File: src/rtl/bw_io_dtl_rcv_filt_if.sv
// Signal bundle between the DTL receive filter and its consumer.
//   rcv_in, filt_en, clr           : driven by master, sampled by the filter
//   dout, rise_p, fall_p, evt_cnt,
//   glitch_seen, stable            : driven by the filter (slave)
interface bw_io_dtl_rcv_filt_if #(
  parameter int EVT_W = 8
);
  logic             rcv_in;
  logic             filt_en;
  logic             clr;
  logic             dout;
  logic             rise_p;
  logic             fall_p;
  logic [EVT_W-1:0] evt_cnt;
  logic             glitch_seen;
  logic             stable;

  modport master (
    output rcv_in, filt_en, clr,
    input  dout, rise_p, fall_p, evt_cnt, glitch_seen, stable
  );

  modport slave (
    input  rcv_in, filt_en, clr,
    output dout, rise_p, fall_p, evt_cnt, glitch_seen, stable
  );
endinterface

File: src/rtl/bw_io_dtl_rcv_filt.sv
// DTL/HSTL receiver conditioning: resynchronises the receiver output into
// the core clock domain, rejects pulses shorter than FILT_CNT samples, and
// reports the clean level with edge strobes, a saturating edge counter and a
// sticky glitch flag.
// Ports:
//   clk       core clock, posedge
//   rst       asynchronous active-high reset
//   io.rcv_in receiver output (async), io.filt_en filter enable (0 = bypass)
//   io.clr    sync clear of evt_cnt / glitch_seen
//   io.dout   filtered level, io.rise_p / io.fall_p one-cycle edge strobes
//   io.evt_cnt saturating edge count, io.glitch_seen sticky abort flag
//   io.stable filter idle (no candidate pending)
module bw_io_dtl_rcv_filt #(
  parameter int SYNC_STAGES = 2,
  parameter int FILT_CNT    = 4,
  parameter int CNT_W       = 4,
  parameter int EVT_W       = 8
) (
  input  logic                  clk,
  input  logic                  rst,
  bw_io_dtl_rcv_filt_if.slave   io
);
  // Encoding chosen so bit1 is the output level and bit1==bit0 means idle.
  typedef enum logic [1:0] {
    IDLE_LO = 2'b00,
    CHK_HI  = 2'b01,
    IDLE_HI = 2'b11,
    CHK_LO  = 2'b10
  } state_t;

  localparam logic [CNT_W-1:0] CNT_LAST = CNT_W'(FILT_CNT - 1);

  logic [SYNC_STAGES-1:0] sync_q;
  logic                   sync;
  state_t                 state, state_nxt;
  logic [CNT_W-1:0]       cnt, cnt_nxt;
  logic                   abort;
  logic                   rise, fall;
  logic                   rise_q, fall_q, glitch_q;
  logic [EVT_W-1:0]       evt_q;

  // Plain flop chain, nothing between stages.
  always_ff @(posedge clk or posedge rst) begin
    if (rst) sync_q <= '0;
    else     sync_q <= {sync_q[SYNC_STAGES-2:0], io.rcv_in};
  end
  assign sync = sync_q[SYNC_STAGES-1];

  always_ff @(posedge clk or posedge rst) begin
    if (rst) begin
      state <= IDLE_LO;
      cnt   <= '0;
    end else begin
      state <= state_nxt;
      cnt   <= cnt_nxt;
    end
  end

  always_comb begin
    state_nxt = state;
    cnt_nxt   = cnt;
    abort     = 1'b0;
    if (!io.filt_en) begin
      // Bypass: follow the synchroniser; any pending candidate is dropped
      // silently.
      state_nxt = sync ? IDLE_HI : IDLE_LO;
      cnt_nxt   = '0;
    end else begin
      case (state)
        IDLE_LO: if (sync) begin
          if (FILT_CNT == 1) state_nxt = IDLE_HI;
          else begin
            state_nxt = CHK_HI;
            cnt_nxt   = CNT_W'(1);
          end
        end
        CHK_HI: begin
          if (!sync) begin
            state_nxt = IDLE_LO;
            cnt_nxt   = '0;
            abort     = 1'b1;
          end else if (cnt == CNT_LAST) begin
            state_nxt = IDLE_HI;
            cnt_nxt   = '0;
          end else begin
            cnt_nxt = cnt + CNT_W'(1);
          end
        end
        IDLE_HI: if (!sync) begin
          if (FILT_CNT == 1) state_nxt = IDLE_LO;
          else begin
            state_nxt = CHK_LO;
            cnt_nxt   = CNT_W'(1);
          end
        end
        CHK_LO: begin
          if (sync) begin
            state_nxt = IDLE_HI;
            cnt_nxt   = '0;
            abort     = 1'b1;
          end else if (cnt == CNT_LAST) begin
            state_nxt = IDLE_LO;
            cnt_nxt   = '0;
          end else begin
            cnt_nxt = cnt + CNT_W'(1);
          end
        end
        default: begin
          state_nxt = IDLE_LO;
          cnt_nxt   = '0;
        end
      endcase
    end
  end

  // Level changes are visible one edge ahead in state_nxt[1], so strobes are
  // registered alongside the new dout.
  assign rise = ~state[1] &  state_nxt[1];
  assign fall =  state[1] & ~state_nxt[1];

  always_ff @(posedge clk or posedge rst) begin
    if (rst) begin
      rise_q   <= 1'b0;
      fall_q   <= 1'b0;
      evt_q    <= '0;
      glitch_q <= 1'b0;
    end else begin
      rise_q <= rise;
      fall_q <= fall;
      // clr takes priority over a coincident event or abort.
      if (io.clr)                           evt_q <= '0;
      else if ((rise | fall) && evt_q != '1) evt_q <= evt_q + EVT_W'(1);
      if (io.clr)     glitch_q <= 1'b0;
      else if (abort) glitch_q <= 1'b1;
    end
  end

  assign io.dout        = state[1];
  assign io.stable      = state[1] ~^ state[0];
  assign io.rise_p      = rise_q;
  assign io.fall_p      = fall_q;
  assign io.evt_cnt     = evt_q;
  assign io.glitch_seen = glitch_q;
endmodule

File: src/flat_wrapper.sv
// flat-port wrapper written by rule: the top's interface ports become plain ports
module bw_io_dtl_rcv_filt_flat 
#(
  parameter int SYNC_STAGES = 2,
  parameter int FILT_CNT    = 4,
  parameter int CNT_W       = 4,
  parameter int EVT_W       = 8
)
  (clk, rst, io_rcv_in, io_filt_en, io_clr, io_dout, io_rise_p, io_fall_p, io_evt_cnt, io_glitch_seen, io_stable);
  bw_io_dtl_rcv_filt_if #(.EVT_W(EVT_W)) io_i ();
  input  logic clk;
  input  logic rst;
  input wire logic [$bits(io_i.rcv_in)-1:0] io_rcv_in;
  input wire logic [$bits(io_i.filt_en)-1:0] io_filt_en;
  input wire logic [$bits(io_i.clr)-1:0] io_clr;
  output wire logic [$bits(io_i.dout)-1:0] io_dout;
  output wire logic [$bits(io_i.rise_p)-1:0] io_rise_p;
  output wire logic [$bits(io_i.fall_p)-1:0] io_fall_p;
  output wire logic [$bits(io_i.evt_cnt)-1:0] io_evt_cnt;
  output wire logic [$bits(io_i.glitch_seen)-1:0] io_glitch_seen;
  output wire logic [$bits(io_i.stable)-1:0] io_stable;
  assign io_i.rcv_in = io_rcv_in;
  assign io_i.filt_en = io_filt_en;
  assign io_i.clr = io_clr;
  assign io_dout = io_i.dout;
  assign io_rise_p = io_i.rise_p;
  assign io_fall_p = io_i.fall_p;
  assign io_evt_cnt = io_i.evt_cnt;
  assign io_glitch_seen = io_i.glitch_seen;
  assign io_stable = io_i.stable;
  bw_io_dtl_rcv_filt #(.SYNC_STAGES(SYNC_STAGES), .FILT_CNT(FILT_CNT), .CNT_W(CNT_W), .EVT_W(EVT_W)) u_core (.clk(clk), .rst(rst), .io(io_i));
endmodule
File: config.mk
export PLATFORM = sky130hd
export DESIGN_NAME = bw_io_dtl_rcv_filt_flat
export DESIGN_NICKNAME = d
export VERILOG_FILES = /design/src/rtl/bw_io_dtl_rcv_filt_if.sv /design/src/rtl/bw_io_dtl_rcv_filt.sv /design/src/flat_wrapper.sv
export SDC_FILE = /design/constraint.sdc
export NUM_CORES = 1
export LEC_CHECK = 0
export ABC_AREA = 1
export CORE_MARGIN = 2
export CORE_UTILIZATION = 56
export CTS_BUF_LIST = sky130_fd_sc_hd__clkbuf_16
export DETAILED_ROUTE_END_ITERATION = 6
export PLACE_DENSITY = 0.91
export RECOVER_POWER = 50
export SKIP_LAST_GASP = 1
export SLEW_MARGIN = 15
export SYNTH_ARGS = -nofsm -noshare
export SYNTH_HDL_FRONTEND = slang
export SYNTH_SLANG_ARGS = --single-unit
File: constraint.sdc
create_clock -name clk -period 5.65 [get_ports clk]
set_clock_uncertainty 0.2 [all_clocks]
set_input_delay 0.8475 -clock clk [delete_from_list [all_inputs] [get_ports clk]]
set_output_delay 0.8475 -clock clk [all_outputs]
set_load 0.01 [all_outputs]
# --- Yosys cells after proc, flatten, opt, wreduce, memory -nomap -nowiden ---
# Index checks and enable logic that the tools add are counted.
classes:
  add_sub_neg: 2
  eq_ne: 9
  mux: 24
  bitwise: 6
  n_reduce_logical: 6
ops:
  columns: ["op", "n"]
  rows:
  - ["$mux 4", 6]
  - ["$mux 2", 8]
  - ["$mux 8", 2]
  - ["$pmux 4 s4", 1]
  - ["$add 8x1->8 const B", 1]
  - ["$ne 8x8->1 const B", 1]
  - ["$pmux 2 s4", 1]
  - ["$mux 1", 5]
  - ["$add 4x1->4 const B", 1]
  - ["$eq 2x2->1 const B", 2]
  - ["$eq 4x2->1 const B", 1]
  - ["$ne 4x2->1 const B", 1]
  - ["$ne 4x4->1 const B", 1]
  - ["$reduce_and 4->1", 1]
  - ["$reduce_bool 2->1", 2]
  - ["$ne 3x2->1 const B", 1]
  - ["$ne 3x3->1 const B", 1]
  - ["$and 1x1->1", 2]
  - ["$eq 2x1->1 const B", 1]
  - ["$logic_not 2->1", 1]
  - ["$not 1->1", 2]
  - ["$pmux 1 s2", 1]
  - ["$reduce_and 2->1", 1]
  - ["$logic_and 1x1->1", 1]
  - ["other kinds (2)", 2]
totals:
  reg_bits: 19
  in_bits: 5
  out_inout_bits: 13
  wordCells: 55

# --- Depth between registers and ports, before layout ---
# Gate-level depths: netlist (run 1).
logic_depth:
  word_depth: 11
  mapped_depth: 15
  depth_no_buf: 15

# --- Worst setup path after synthesis (run 1) ---
# OpenSTA, ideal clock, no wires.
synth_timing:
  path_kind: "register -> register"
  start: "reg u_core.state[1]"
  end: "reg u_core.evt_q[7] (netlist: u_core.io.evt_cnt[7])"
  setup_time_ps: 118
  t_arrival_ps: 1944
  required_time_ps: 5332
  path_slack_ps: 3388
  stages_incl_launch_ff: 16
  n_path_buf: 0
  synth_period_minus_slack_ps: 2262
  cell_sequence: "dfrtp_1 > inv_1 > ha_1 > nand2_2 > nand2_1 > nand2_1 > nand2_1 > nor2_1 > o21bai_1 > ha_1 > inv_1 > nand2_2 > nand2_4 > clkinv_2 > nand2_1 > nand2_1"
synth_between:
  elab_chain_len: 9
  word_cells_on_any_way: 19
  classes_between: "3 x eq/ne; 8 x mux; 5 x bitwise; 3 x reduce/logical"
synth_lines:
  columns: ["item", "line_no", "rtl"]
  rows:
  - ["from (decl)", "bw_io_dtl_rcv_filt.sv:35", "state_t state, state_nxt;"]
  - ["from (signal assigned)", "bw_io_dtl_rcv_filt.sv:54", "state <= state_nxt;"]
  - ["$mux 2, on equally long branches", "bw_io_dtl_rcv_filt.sv:101, bw_io_dtl_rcv_filt.sv:82", null]
  - ["$mux 2, on equally long branches", "bw_io_dtl_rcv_filt.sv:97, bw_io_dtl_rcv_filt.sv:78", null]
  - ["$pmux 2 s4 (*)", "bw_io_dtl_rcv_filt.sv:69", "case (state)"]
  - ["$mux 2 (*)", "bw_io_dtl_rcv_filt.sv:63", "if (!io.filt_en) begin"]
  - ["net u_core.state_nxt[1]", "bw_io_dtl_rcv_filt.sv:35", null]
  - ["$not 1->1", "bw_io_dtl_rcv_filt.sv:119", "assign fall = state[1] & ~state_nxt[1];"]
  - ["$and 1x1->1", "bw_io_dtl_rcv_filt.sv:119", null]
  - ["$or 1x1->1 (*)", "bw_io_dtl_rcv_filt.sv:132", "else if ((rise | fall) && evt_q != '1) evt_q <= evt_q + EVT_W'(1);"]
  - ["$logic_and 1x1->1 (*)", "bw_io_dtl_rcv_filt.sv:132", null]
  - ["$reduce_bool 2->1 (no line) (*)", null, null]
  - ["to (signal assigned)", "bw_io_dtl_rcv_filt.sv:132", null]
  - ["to (decl)", "bw_io_dtl_rcv_filt.sv:40", "logic [EVT_W-1:0] evt_q;"]
# The timed path passes the listed nets; every way through them passes the cells marked *. The select of a mux whose other input is x is not followed.
# A chain may end at the register's enable or synchronous reset.

# --- Worst setup path after layout (run 1) ---
layout_timing:
  start: "reg u_core.state[1]"
  end: "out io_stable"
layout_between:
  elab_chain_len: 1
layout_lines:
  columns: ["item", "line_no", "rtl"]
  rows:
  - ["$xnor 1x1->1", "bw_io_dtl_rcv_filt.sv:139", "assign io.stable = state[1] ~^ state[0];"]
  - ["to (decl)", "flat_wrapper.sv:21", "output wire logic [$bits(io_i.stable)-1:0] io_stable;"]
# Every way passes these cells.

==> results.md, run 1 <==
* Outcome: complete, no violations
* Most frequent cells in the layout: 51 x nand2_1, 25 x nor2_1, 21 x inv_1
* Drt wl/cell at roughly 11 µm
* Die width at roughly 50 µm
* Mean Syn Cell Area at a little over 7 µm²
* Wire length on met3 at around 90 µm
* Worst min-delay path class: flop to flop
* Initial core utilization at between 60 and 70%
* FP Rows at 16
* Commonest non-fill, non-tap cell in the layout: nand2_1
* CP Class: flop to primary output
* Fin nets at around 200
* Tot GR Track Use at 21.9%
* Number of synthesized register bits at 19
* Setup Fix Bufs, Post-CTS at 0
* Initial antenna violation count at 0
* Synth Cell Area at roughly 1200 µm²
* Clk root buf: clkbuf_16
* Worst Slack Setup Final at 2.76 ns
* GPL Wtd Cong at approximately 0.87
* Element type at the critical path start: flop
* Synth unique cells at 22
* Register area at ~480 µm²
* Top sig layer: met3
* # hold bufs at CTS at 0
* DR WL met2 at about 1.2 mm
* Clk buf depth at 2
* Final-report max-slew violation count at 0
* WL final at ~2.4 mm
* Vias per cell at between 5 and 6
* Die Height at approximately 51 µm
* Multi-input gate area at between 600 and 700 µm²
* Clk_lat worst skew at about 0.24 ns
* Mapped Nets at approximately 180
* WP data required at 4.60 ns
* Final hold violations at 0
* Seq/Total Area, Yosys at around two fifths
* DRC violation count after routing at 0
* GR Overflow Total at 0
* First-pass GRT wire length at between 4 and 5 mm
* Power per Cell Area at ~340 nW/µm²
* RSZ-0062 raised after global routing: false
* DRT Pass-1 Iters at 4
* # resized after CTS at 0
* Layout cell share with drive strength beyond 1 at 8.51%
* Core Area at between 2000 and 2500 µm²
* Arrival @ worst endpoint at 1.84 ns
* Filler cells at 157
* Routed Antenna Nets at 0
* Worst vdd rail ir drop at approximately 0.30 mV
* TNS Setup at 0 ns
* Initial DRC count at 32
* H-tree Lvls at 1
* Largest net degree at the start of global routing at 20
* Gate Count Post-Synth at approximately 170
* Buffers on Ports at 17
* Max Cap Violations at 0
* Post-route minimum period at roughly 2.9 ns
* TritonCTS clock tree: yes
* Top Ports at 18
* Slew margin rel. at 53.2%
* Final HPWL DP at ~1.9 mm
* Vias at ~1100
* Number of global-route vias before repair at 1058
* Synthesis-to-finish area growth at 21.6%
* Clk slew on worst S/H paths at 0.05 ns
* Worst Max-Slew Pin Slew at approximately 0.7 ns
* Fmax at 346 MHz
* # diodes at 0
* Final setup viols at 0
* Final Core Density at about 74%
* M1 WL at about 1.1 mm
* Crit-path max FO at 7
* Worst slack, placed at ~2.7 ns
* Synth Warn # at 0
* Final period util at roughly half
* CP endpoint kind: primary output
* Die ar. at roughly 2600 µm²
* Cts bufs inserted at 3
* CTS Sinks at 19
* Cell leakage power at 0.748 nW
## cell families (layout without fill, tap and decap cells)
group | count (synthesis) | in the layout | synth area share [%]
AND/OR/NAND/NOR | 103 | 103 | 38.1
XOR/XNOR | 1 | 1 | 0.719
flip-flops | 19 | 19 | 39.0
buffers and inverters | 25 | 45 | 8.11
adder cells (fa/ha/maj) | 9 | 9 | 9.24
AO/OA/AOI/OAI | 11 | 11 | 4.82
## critical path: stages (launching register included)
cell and delay (ns):
dfrtp_1 0.45, inv_1 0.15, ha_1 0.36, inv_1 0.09
clkdlybuf4s50_1 0.55
## area by class of cell
cell class,count,area share [%]
Sequential cell,19,32.1
Clock buffer,3,5.07
Inverter,24,6.17
Timing Repair Buffer,17,11.5
Clock inverter,1,0.253
Tap cell,27,2.28
Multi-Input combinational cell,124,42.7
## layer usage
layer,up-vias,global-route usage [%]
met5,-,0
met4,0,4.50
met1,500,26.2
met2,21,41.2
li1,560,-
met3,0,3.27
## registers in the layout (all words and copies together), names as in the netlist
name / count
u_core.cnt: 4
u_core.io.evt_cnt: 8
u_core.io.fall_p: 1
u_core.io.glitch_seen: 1
u_core.io.rise_p: 1
u_core.state: 2
u_core.sync_q: 2
## Yosys cell counts
master | n | area [µm²]
nor3b_1 | 1 | 7.51
a21oi_1 | 3 | 15.0
clkinv_2 | 1 | 5.00
inv_1 | 20 | 75.1
inv_2 | 3 | 11.3
o21ai_1 | 5 | 25.0
buf_4 | 1 | 7.51
nor2_1 | 25 | 93.8
ha_1 | 9 | 113
nand2_2 | 6 | 37.5
nand2_4 | 2 | 22.5
nor3_1 | 1 | 5.00
o21bai_1 | 1 | 7.51
nand3_4 | 1 | 17.5
nand4_1 | 2 | 12.5
o21ai_0 | 1 | 5.00
nand3_1 | 13 | 65.1
o22ai_1 | 1 | 6.26
dfrtp_1 | 19 | 475
xor2_1 | 1 | 8.76
nand2_1 | 51 | 191
nor2_4 | 1 | 11.3
## per-stage QoR
| stage | total power [mW] | std cells | cell area, µm² | hold WS, ns |
|---|---|---|---|---|
| floorplan | 0.305 | 168 | 1220 | 0.131 |
| global placement | 0.368 | 211 | 1420 | 0.134 |
| detailed placement | 0.374 | 211 | 1420 | 0.145 |
| CTS | 0.516 | 215 | 1490 | 0.157 |
| global route | 0.547 | 215 | 1480 | 0.168 |
| finish | 0.510 | 215 | 1480 | 0.154 |
## report_power, final
group | total, mW | leakage [nW] | switching, mW | internal [mW]
combinational | 0.191 | 0.454 | 0.109 | 0.0821
sequential | 0.178 | 0.252 | 0.0211 | 0.157
clock | 0.140 | 0.0423 | 0.0462 | 0.0939
total | 0.510 | 0.748 | 0.176 | 0.333
## worst paths after layout
path                            slack, ns              from  cells after the start                   end
worst max register to register       3.15   u_core.state[1]                     15  u_core.io.evt_cnt[3]
max in group asynchronous            3.86               rst                      2         u_core.cnt[1]
worst min-delay path                 0.15  u_core.sync_q[0]                      0      u_core.sync_q[1]
worst min register to register       0.15  u_core.sync_q[0]                      0      u_core.sync_q[1]
worst max-delay path                 2.76   u_core.state[1]                      4             io_stable
min in group asynchronous            0.95               rst                      2      u_core.io.rise_p
Note: power is estimated with default switching activity, not from simulation.
==> run 2: changes to the inputs <==
--- a/config.mk
+++ b/config.mk
@@ -7,10 +7,10 @@
 export LEC_CHECK = 0
 export ABC_AREA = 1
 export CORE_MARGIN = 2
-export CORE_UTILIZATION = 56
+export CORE_UTILIZATION = 48
 export CTS_BUF_LIST = sky130_fd_sc_hd__clkbuf_16
 export DETAILED_ROUTE_END_ITERATION = 6
-export PLACE_DENSITY = 0.91
+export PLACE_DENSITY = 0.84
 export RECOVER_POWER = 50
 export SKIP_LAST_GASP = 1
 export SLEW_MARGIN = 15
==> constraint.sdc (replaced) <==
create_clock -name clk -period 2.4 [get_ports clk]
set_clock_uncertainty 0.2 [all_clocks]
set_input_delay 0.36 -clock clk [delete_from_list [all_inputs] [get_ports clk]]
set_output_delay 0.36 -clock clk [all_outputs]
set_load 0.01 [all_outputs]
==> results.md, run 2 (synthesized netlist as in run 1, its figures left out) <==
* Outcome: complete, but fails checks
* Failing checks: setup timing
* Largest net degree at the start of global routing at 20 (unchanged)
* Clk_lat worst skew at 0.25 ns (about the same)
* Layout cell share with drive strength beyond 1 at 20.4% (+12 points)
* Routed Antenna Nets at 0 (unchanged)
* Sw Ratio at 36.9% (+2.2 points)
* RR Startpoint: u_core.state[1]
* Worst Slack Setup Final at -0.0415 ns (-2.80 ns)
* HP Start: u_core.sync_q[0]
* CP endpoint kind: flop
* WL final at 3.03 mm (+26%)
* Filler cells at 189 (+20%)
* First-pass GRT wire length at 4.13 mm (-5.1%)
* DRT Pass-1 Iters at 4 (unchanged)
* Fmax at just over 400 MHz
* Worst min-delay path class: flop to flop
* R2r endpoint: u_core.io.evt_cnt[0]
* Clk slew on worst S/H paths at 0.05 ns (about the same)
* FP Rows at 18 (+2)
* Arrival @ worst endpoint at 2.38 ns (+0.54 ns)
* Final period util at 102%
* Vias per cell at 5.23 (+4.0%)
* NetSw at 500 µW (+180%)
* # diodes at 0 (unchanged)
* R2r setup slk at -0.04 ns (-3.19 ns)
* Number of global-route vias before repair at 1006 (-4.9%)
* Drt wl/cell at 13.4 µm (+20%)
* Worst vdd rail ir drop at 0.705 mV (+130%)
* Hold worst-path end: u_core.sync_q[1]
* Initial core utilization at 50.1% (-11 points)
* Buffers on Ports at 17 (unchanged)
* Placed cell area at 1430 µm² (+0.80%)
* Vias at 1182 (+9.3%)
* Post-route minimum period at roughly 2.4 ns
* Multi-input gate area at 697 µm² (+10%)
* Cts bufs inserted at 3 (unchanged)
* GPL Wtd Cong at 0.832 (-4.5%)
* Clk root buf: clkbuf_16
* Final Core Density at 66.6% (-7.4 points)
* Fin nets at 211 (+3.9%)
* Commonest non-fill, non-tap cell in the layout: nand2_1
* Core Area at 2430 µm² (+21%)
* Top Ports at 18 (unchanged)
* Logic pwr share at 43.3% (+5.8 points)
* Max Cap Violations at 0 (unchanged)
* Worst Max-Slew Pin Slew at 0.705 ns (+0.00331 ns)
* Internal at 857 µW (+160%)
* Register area at 478 µm² (+0.53%)
* Final hold violations at 0 (unchanged)
* Sequential share of power at 32.2% (-2.8 points)
* # hold bufs at CTS at 0 (unchanged)
* Final-report max-slew violation count at 0 (unchanged)
* Final setup viols at 5 (+5)
* Synthesis-to-finish area growth at 33.0%
* DRC violation count after routing at 0 (unchanged)
* Clk buf depth at 2 (unchanged)
* H-tree Lvls at 1 (unchanged)
* Worst R2R Path Depth at 13 (-2)
* WP data required at 2.34 ns (-2.26 ns)
* Die width at 54.4 µm (+7.4%)
* Slew margin rel. at 52.9% (-0.22 points)
* Clock share of power at 24.5% (-3.0 points)
* CP Class: flop to flop
* GR Overflow Total at 0 (unchanged)
* Post-layout instance area at 1620 µm² (+9.4%)
* Element type at the critical path start: flop
* Initial antenna violation count at 0 (unchanged)
* Cell leakage power at 0.790 nW (+5.6%)
* Initial DRC count at 36 (+13%)
* CTS Sinks at 19 (unchanged)
* Most frequent cells in the layout: 50 x nand2_1, 24 x nor2_1, 17 x dfrtp_1
* Final HPWL DP at 1.97 mm (+4.8%)
* Crit-path max FO at 7 (unchanged)
* Die ar. at 2960 µm² (+15%)
* Power per Cell Area at 838 nW/µm² (+140%)
* WHS Path Cells at 0 (unchanged)
* Max reg flops at 8 (unchanged)
* Die Height at 54.4 µm (+7.4%)
* TritonCTS clock tree: yes
* Tot GR Track Use at 19.3% (-2.6 points)
## run 2: cell count changes in the layout (fill, tap and decap cells not counted), sizes merged
cell and change:
dlygate4sd3 -1, dlymetal6s2s +1, buf +8
## run 2: final cells by class
class | instances | share of cell area [%]
repair buffers | 25 | 14.4
clock buffers | 3 | 4.63
flip-flops and latches | 19 | 29.5
multi-input cells | 124 | 43.0
clock inverters | 1 | 0.309
well taps | 30 | 2.32
inverters | 24 | 5.87
## run 2: metal layers
| layer | global-route usage (%) | routed length [µm] |
|---|---|---|
| met5 | 0 | 0 |
| met4 | 7.50 | 116 |
| met3 | 3.01 | 137 |
| met2 | 31.9 | 1500 |
| met1 | 25.1 | 1280 |
## run 2: metrics by stage
stage          worst slack [ns]  hold slack (ns)  TNS, ns  instances  power [mW]
3_5_place_dp            -0.0269            0.142  -0.0872        215       0.889
6_report                -0.0415            0.150   -0.135        226        1.36
5_1_grt                  -0.132            0.159   -0.882        226        1.44
3_3_place_gp             0.0864            0.133        0        215       0.870
4_1_cts                  0.0281            0.154        0        219        1.23
2_1_floorplan             0.138            0.111        0        168       0.717
## run 2: power groups by stage
stage | logic [mW] | registers [mW] | clock network (mW)
after global routing | 0.641 | 0.445 | 0.357
after global placement | 0.446 | 0.424 | 0
after detailed placement | 0.461 | 0.428 | 0
after CTS | 0.464 | 0.425 | 0.339
after floorplan | 0.283 | 0.434 | 0
final | 0.588 | 0.437 | 0.333
## run 2: how the worst max path moves through the flow
| stage | start | to |
|---|---|---|
| 2_1_floorplan | u_core.state[1] | u_core.io.evt_cnt[7] |
| 3_3_place_gp | u_core.state[1] | u_core.io.evt_cnt[7] |
| 3_5_place_dp | u_core.state[1] | u_core.io.evt_cnt[7] |
| 4_1_cts | u_core.state[1] | u_core.io.evt_cnt[7] |
| 5_1_grt | u_core.state[1] | u_core.io.evt_cnt[0] |
| 6_report | u_core.state[1] | u_core.io.evt_cnt[0] |
## run 2: repair_timing
action,CTS,global route
hold endpoints to repair,0,0
buffers inserted,0,7
gates resized for setup,1,19
pin swaps,0,8
setup endpoints to repair,4,9
## run 2: worst max-delay path, cell delays in order, from the launching register on
cell and delay [ns]:
dfrtp_2 0.48, ha_4 0.20, nand2_1 0.09, nand2_1 0.06
nor2_1 0.15, nand2_1 0.10, nor2_2 0.15, o21bai_1 0.12
ha_1 0.34, inv_2 0.09, nand2_2 0.06, nand2_4 0.10
buf_4 0.12, o21ai_2 0.04
